File: src/rtl/lsu_mem_master.sv
// rtl/lsu_mem_master.sv - RV32 load/store initiator to word-addressed memory (optional LSU_TIMEOUT_EN wait abort)
module lsu_mem_master #(
    parameter int ADD_WIDTH      = 12,
    parameter int TIMEOUT_CYCLES = 15
) (
    input  logic                 clk,
    input  logic                 reset,
    input  logic                 req_valid,
    output logic                 req_ready,
    input  logic                 req_we,
    input  logic [2:0]           req_funct3,
    input  logic [31:0]          req_addr,
    input  logic [31:0]          req_wdata,
    output logic                 resp_valid,
    output logic [31:0]          resp_rdata,
    output logic                 resp_err,
    output logic [ADD_WIDTH-1:0] mem_add,
    output logic [31:0]          mem_write_data,
    output logic                 mem_read,
    output logic                 mem_write,
    input  logic                 mem_ready,
    input  logic [31:0]          mem_read_data
);

    typedef enum logic [2:0] {
        IDLE    = 3'd0,
        RD_REQ  = 3'd1,
        RD_WAIT = 3'd2,
        WR_REQ  = 3'd3,
        WR_WAIT = 3'd4,
        RESP    = 3'd5
    } state_t;

    state_t      state;
    logic        lat_we;
    logic [2:0]  lat_funct3;
    logic [1:0]  lat_lane;
    logic [15:0] lat_wdata;
    logic        req_bad;

`ifdef LSU_TIMEOUT_EN
    localparam int CNT_W = ($clog2(TIMEOUT_CYCLES + 1) < 4) ? 4 : $clog2(TIMEOUT_CYCLES + 1);
    logic [CNT_W-1:0] wait_cnt;
`endif

    // Address bits above the memory window are dropped so accesses wrap.
    logic unused_inputs;
    assign unused_inputs = ^{req_addr[31:ADD_WIDTH+2], (TIMEOUT_CYCLES != 0)};

    always_comb begin
        req_bad = 1'b0;
        if (req_we)
            req_bad = req_funct3[2] || (req_funct3[1:0] == 2'b11);
        else
            req_bad = (req_funct3 == 3'b011) || (req_funct3[2:1] == 2'b11);
        if ((req_funct3[1:0] == 2'b01) && req_addr[0])
            req_bad = 1'b1;
        if ((req_funct3[1:0] == 2'b10) && (req_addr[1:0] != 2'b00))
            req_bad = 1'b1;
    end

    function automatic logic [31:0] load_extract(input logic [31:0] w,
                                                 input logic [2:0]  f3,
                                                 input logic [1:0]  lane);
        logic [7:0]  b;
        logic [15:0] h;
        case (lane)
            2'd0:    b = w[7:0];
            2'd1:    b = w[15:8];
            2'd2:    b = w[23:16];
            default: b = w[31:24];
        endcase
        h = lane[1] ? w[31:16] : w[15:0];
        case (f3)
            3'b000:  return {{24{b[7]}}, b};
            3'b001:  return {{16{h[15]}}, h};
            3'b100:  return {24'd0, b};
            3'b101:  return {16'd0, h};
            default: return w;
        endcase
    endfunction

    function automatic logic [31:0] store_merge(input logic [31:0] w,
                                                input logic [15:0] d,
                                                input logic        half,
                                                input logic [1:0]  lane);
        logic [31:0] r;
        r = w;
        if (half) begin
            if (lane[1]) r[31:16] = d;
            else         r[15:0]  = d;
        end else begin
            case (lane)
                2'd0:    r[7:0]   = d[7:0];
                2'd1:    r[15:8]  = d[7:0];
                2'd2:    r[23:16] = d[7:0];
                default: r[31:24] = d[7:0];
            endcase
        end
        return r;
    endfunction

    always_ff @(posedge clk or negedge reset) begin
        if (!reset) begin
            state          <= IDLE;
            req_ready      <= 1'b0;
            resp_valid     <= 1'b0;
            resp_rdata     <= 32'd0;
            resp_err       <= 1'b0;
            mem_add        <= '0;
            mem_write_data <= 32'd0;
            mem_read       <= 1'b0;
            mem_write      <= 1'b0;
            lat_we         <= 1'b0;
            lat_funct3     <= 3'd0;
            lat_lane       <= 2'd0;
            lat_wdata      <= 16'd0;
`ifdef LSU_TIMEOUT_EN
            wait_cnt       <= '0;
`endif
        end else begin
            case (state)
                IDLE: begin
                    if (!req_ready) begin
                        req_ready <= 1'b1;
                    end else if (req_valid) begin
                        req_ready  <= 1'b0;
                        lat_we     <= req_we;
                        lat_funct3 <= req_funct3;
                        lat_lane   <= req_addr[1:0];
                        lat_wdata  <= req_wdata[15:0];
                        mem_add    <= req_addr[ADD_WIDTH+1:2];
                        if (req_bad) begin
                            state      <= RESP;
                            resp_valid <= 1'b1;
                            resp_err   <= 1'b1;
                            resp_rdata <= 32'd0;
                        end else if (req_we && (req_funct3[1:0] == 2'b10)) begin
                            state          <= WR_REQ;
                            mem_write      <= 1'b1;
                            mem_write_data <= req_wdata;
                        end else begin
                            // Loads and sub-word stores both start with a read.
                            state    <= RD_REQ;
                            mem_read <= 1'b1;
                        end
                    end
                end
                RD_REQ: begin
                    state <= RD_WAIT;
`ifdef LSU_TIMEOUT_EN
                    wait_cnt <= '0;
`endif
                end
                RD_WAIT: begin
                    if (mem_ready) begin
                        mem_read <= 1'b0;
                        if (lat_we) begin
                            state          <= WR_REQ;
                            mem_write      <= 1'b1;
                            mem_write_data <= store_merge(mem_read_data, lat_wdata,
                                                          lat_funct3[0], lat_lane);
                        end else begin
                            state      <= RESP;
                            resp_valid <= 1'b1;
                            resp_err   <= 1'b0;
                            resp_rdata <= load_extract(mem_read_data, lat_funct3, lat_lane);
                        end
                    end
`ifdef LSU_TIMEOUT_EN
                    else if (wait_cnt == CNT_W'(TIMEOUT_CYCLES - 1)) begin
                        state      <= RESP;
                        mem_read   <= 1'b0;
                        resp_valid <= 1'b1;
                        resp_err   <= 1'b1;
                        resp_rdata <= 32'd0;
                    end else begin
                        wait_cnt <= wait_cnt + 1'b1;
                    end
`endif
                end
                WR_REQ: begin
                    state <= WR_WAIT;
`ifdef LSU_TIMEOUT_EN
                    wait_cnt <= '0;
`endif
                end
                WR_WAIT: begin
                    if (mem_ready) begin
                        state      <= RESP;
                        mem_write  <= 1'b0;
                        resp_valid <= 1'b1;
                        resp_err   <= 1'b0;
                        resp_rdata <= 32'd0;
                    end
`ifdef LSU_TIMEOUT_EN
                    else if (wait_cnt == CNT_W'(TIMEOUT_CYCLES - 1)) begin
                        state      <= RESP;
                        mem_write  <= 1'b0;
                        resp_valid <= 1'b1;
                        resp_err   <= 1'b1;
                        resp_rdata <= 32'd0;
                    end else begin
                        wait_cnt <= wait_cnt + 1'b1;
                    end
`endif
                end
                RESP: begin
                    state      <= IDLE;
                    resp_valid <= 1'b0;
                    resp_err   <= 1'b0;
                    req_ready  <= 1'b1;
                end
                default: begin
                    state     <= IDLE;
                    mem_read  <= 1'b0;
                    mem_write <= 1'b0;
                    req_ready <= 1'b0;
                end
            endcase
        end
    end

endmodule

File: config.mk
export PLATFORM = sky130hd
export DESIGN_NAME = lsu_mem_master
export DESIGN_NICKNAME = d
export VERILOG_FILES = /design/src/rtl/lsu_mem_master.sv
export SDC_FILE = /design/constraint.sdc
export NUM_CORES = 1
export LEC_CHECK = 0
export ABC_AREA = 1
export CELL_PAD_IN_SITES_DETAIL_PLACEMENT = 0
export CELL_PAD_IN_SITES_GLOBAL_PLACEMENT = 1
export CORE_ASPECT_RATIO = 1.75
export CORE_MARGIN = 3
export CORE_UTILIZATION = 33
export DETAILED_ROUTE_END_ITERATION = 7
export GPL_TIMING_DRIVEN = 0
export PLACE_DENSITY = 0.77
export SETUP_SLACK_MARGIN = 0.1
export SLEW_MARGIN = 25
export SYNTH_ARGS = -nofsm -noshare
export SYNTH_HDL_FRONTEND = slang
export SYNTH_SLANG_ARGS = --single-unit
File: constraint.sdc
create_clock -name clk -period 2 [get_ports clk]
set_input_delay 0.5 -clock clk [delete_from_list [all_inputs] [get_ports clk]]
set_output_delay 0.5 -clock clk [all_outputs]
set_load 0.005 [all_outputs]
==> summary.md <==
| Metric | Value |
|---|---|
| VDD IR max | `roughly 550 uV` |
| Crit path capture type | `flop` |
| Via count | `around 6,700` |
| Critical path required time | `2.29 ns` |
| Drt total wl | `24.0 mm` |
| # clock sinks | `approximately 110` |
| Synth unique cells | `25` |
| Clock Path Buffers | `2` |
| HP Class | `in -> async` |
| Antenna Violating Nets Remaining | `0` |
| Relative slew margins | `between 60% and 70%` |
| Share of cells above drive strength 1 | `7.97%` |
| Post-Syn Instances | `917` |
| Die height | `about 190 um` |
| TritonCTS clock tree | `yes` |
| CTS Buf Count | `9` |
| Initial DRC Count | `between 300 and 400` |
| Final Hold Viols | `0` |
| First-pass GRT wire length | `37.7 mm` |
| Met3 Wirelength | `~990 um` |
| WL met2 | `12.8 mm` |
| Worst Clk Skew | `0.0143 ns` |
| Row cnt | `65` |
| Commonest non-fill, non-tap cell in the layout | `nand2_1` |
| Reg clk slew, reported paths | `about 0.08 ns` |
| DR top layer | `met4` |
| Max cap viols | `0` |
| Final WS setup | `roughly 0.20 ns` |
| CP Max Fanout | `10` |
| Crit Path Class | `reg -> reg` |
| DP Worst Slack | `-0.257 ns` |
| Outcome | `finished, final reports clean` |
| Hold buffers post-CTS | `0` |
| Clock latency on the worst-skew pair | `0.36 ns` |
| LEAKAGE | `around 0.0043 uW` |
| Syn. warnings | `0` |
| # IOs | `around 190` |
| Slew @ Worst Pin | `~0.58 ns` |
| CP Data Arrival Time | `~2.1 ns` |
| Total Power | `around 13,000 uW` |
| Vias/cell | `~5.0` |
| Largest net degree at the start of global routing | `61` |
| Fmax | `between 500 and 600 MHz` |
| Cell Pwr Density | `1470 nW/um2` |
| RSZ-0062 raised after global routing | `yes` |
| Fin. max-slew vios | `0` |
| Area Overhead vs Synth | `38.4%` |
| Filler Cell Count | `~2,000` |
| Cell area after synthesis | `6220 um2` |
| Area of the core | `between 15,000 and 20,000 um2` |
| Final Cycle Share | `between 90% and 100%` |
| Wire per inst | `between 15 and 20 um` |
| Total die area | `20,600 um2` |
| Placer congestion estimate | `~0.94` |
| Ant. Diodes | `0` |
| Area share of the largest cell type after synthesis | `a little over two fifths` |
| GR Util All Layers | `approximately 24%` |
| Tmin final | `~1.8 ns` |
| Yosys reg bits | `106` |
| Initial Utilization | `34.0%` |
| Final setup viols | `0` |
| Synth area leader | `dfrtp_1` |
| Post-DP HPWL | `slightly below 20 mm` |
| Mapped Nets | `~1,000` |
| Synth Area per Inst | `roughly 6.8 um2` |
| H-Tree Depth | `3` |
| Initial antenna violation count | `0` |
| Final nets | `around 1,200` |
| Vias in the first global route | `roughly 6,800` |
| CTS Root Cell | `clkbuf_16` |
| I/O Buffers | `around 170` |
| Largest cells by area after synthesis | `dfrtp_1, nand2_1, a21oi_1, o21ai_0, nand3_1` |
| First drt pass iteration count | `5` |
| Seq/Total Area, Yosys | `a little over two fifths` |
| Final routed DRC violation total | `0` |
| GRT overflow | `0` |
| Die X | `about 110 um` |
| Met1 wire length | `slightly above 9 mm` |
| Nature of the critical path startpoint | `flop` |
| Most frequent cells in the layout | `nand2_1, clkdlybuf4s50_1, dfrtp_1, a21oi_1, o21ai_0` |
[path summary, 6_finish.rpt]
path | depth (start not counted) | slack [ns] | endpoint | start
min in group clk | 3 | 0.43 | lat_we$_DFFE_PN0P_ | req_we
hold reg to reg | 2 | 0.47 | mem_add[7]$_DFFE_PN0P_ | mem_add[7]$_DFFE_PN0P_
hold / removal | 1 | 0.07 | mem_read$_DFFE_PN0P_ | reset
setup reg to reg | 8 | 0.20 | resp_rdata[29]$_DFFE_PN0P_ | lat_lane[0]$_DFFE_PN0P_
setup / recovery | 8 | 0.20 | resp_rdata[29]$_DFFE_PN0P_ | lat_lane[0]$_DFFE_PN0P_
max in group asynchronous | 2 | 1.25 | mem_write_data[26]$_DFFE_PN0P_ | reset
[report_power, final]
part           internal, uW  leakage [uW]  switching (uW)
combinational          2940       0.00282            4230
clock                   890      0.000132             838
sequential             3040       0.00136             665
total                  6880       0.00431            5730
[metal layers]
layer	GRT usage (%)	up-vias
met5	0	-
met4	11.1	0
met3	3.31	49
met2	43.5	197
met1	27.3	3137
li1	-	3337
[critical path: stages, from the launching register on]
cell,delay (ns)
dfrtp_1,0.46
nor2_2,0.35
nand2_1,0.11
nand3_1,0.20
nand3_4,0.17
nand2_4,0.15
buf_6,0.14
nand3_1,0.08
nand2_1,0.06
[final cells by class]
class | count | area (um2) | share of cell area, %
clock inverter | 6 | 48.8 | 0.567
tap | 234 | 293 | 3.40
sequential | 106 | 2650 | 30.8
inverter | 57 | 219 | 2.54
clock buffer | 10 | 239 | 2.78
multi-input combinational | 698 | 3110 | 36.2
timing repair buffer | 171 | 1730 | 20.1
buffer | 56 | 307 | 3.56
[state kept, by name (all words and copies together) (netlist names), 2 cells and up]
name / flops
mem_add: 12
resp_rdata: 32
lat_funct3: 3
state: 3
mem_write_data: 32
lat_wdata: 16
lat_lane: 2
[timing repair]
| item | in CTS | in global routing |
|---|---|---|
| buffers inserted | 0 | 4 |
| setup endpoints to repair | 2 | 94 |
| pin swaps | 0 | 4 |
| hold endpoints to repair | 0 | 0 |
| resized for setup | 1 | 35 |
| cloned | 0 | 0 |
[cell usage after synthesis]
master / instances
nand2_2: 2
nor2_1: 33
clkbuf_1: 19
buf_1: 3
nand3b_1: 2
nand4_1: 5
clkbuf_2: 1
inv_2: 7
buf_6: 1
a31oi_1: 1
buf_4: 9
nand2_1: 404
a21oi_1: 96
dfrtp_1: 106
o21ai_2: 1
nand3_2: 2
buf_2: 23
nand3_1: 56
nor2_4: 2
o211ai_1: 29
nor2_2: 1
inv_1: 50
o21ai_1: 1
nand2_4: 1
o21ai_0: 62
[cells by family after synthesis]
logic type | Yosys count | share of synthesized area, %
compound gates | 190 | 16.5
buf+inv | 113 | 7.97
simple gates | 508 | 32.8
flops | 106 | 42.7
[through the flow]
step	cell area, um2	setup TNS [ns]	hold WS, ns	utilization [%]	std cells
global placement	8170	-413.85	0.453	44.6	1317
detailed placement	8200	-15.00	0.458	44.8	1318
CTS	8490	0	0.0729	46.4	1334
floorplan	6220	0	0.204	-	917
finish	8600	0	0.0691	47.0	1338
global route	8600	0	0.0961	47.0	1338
Power figures use the tool's default switching activity.
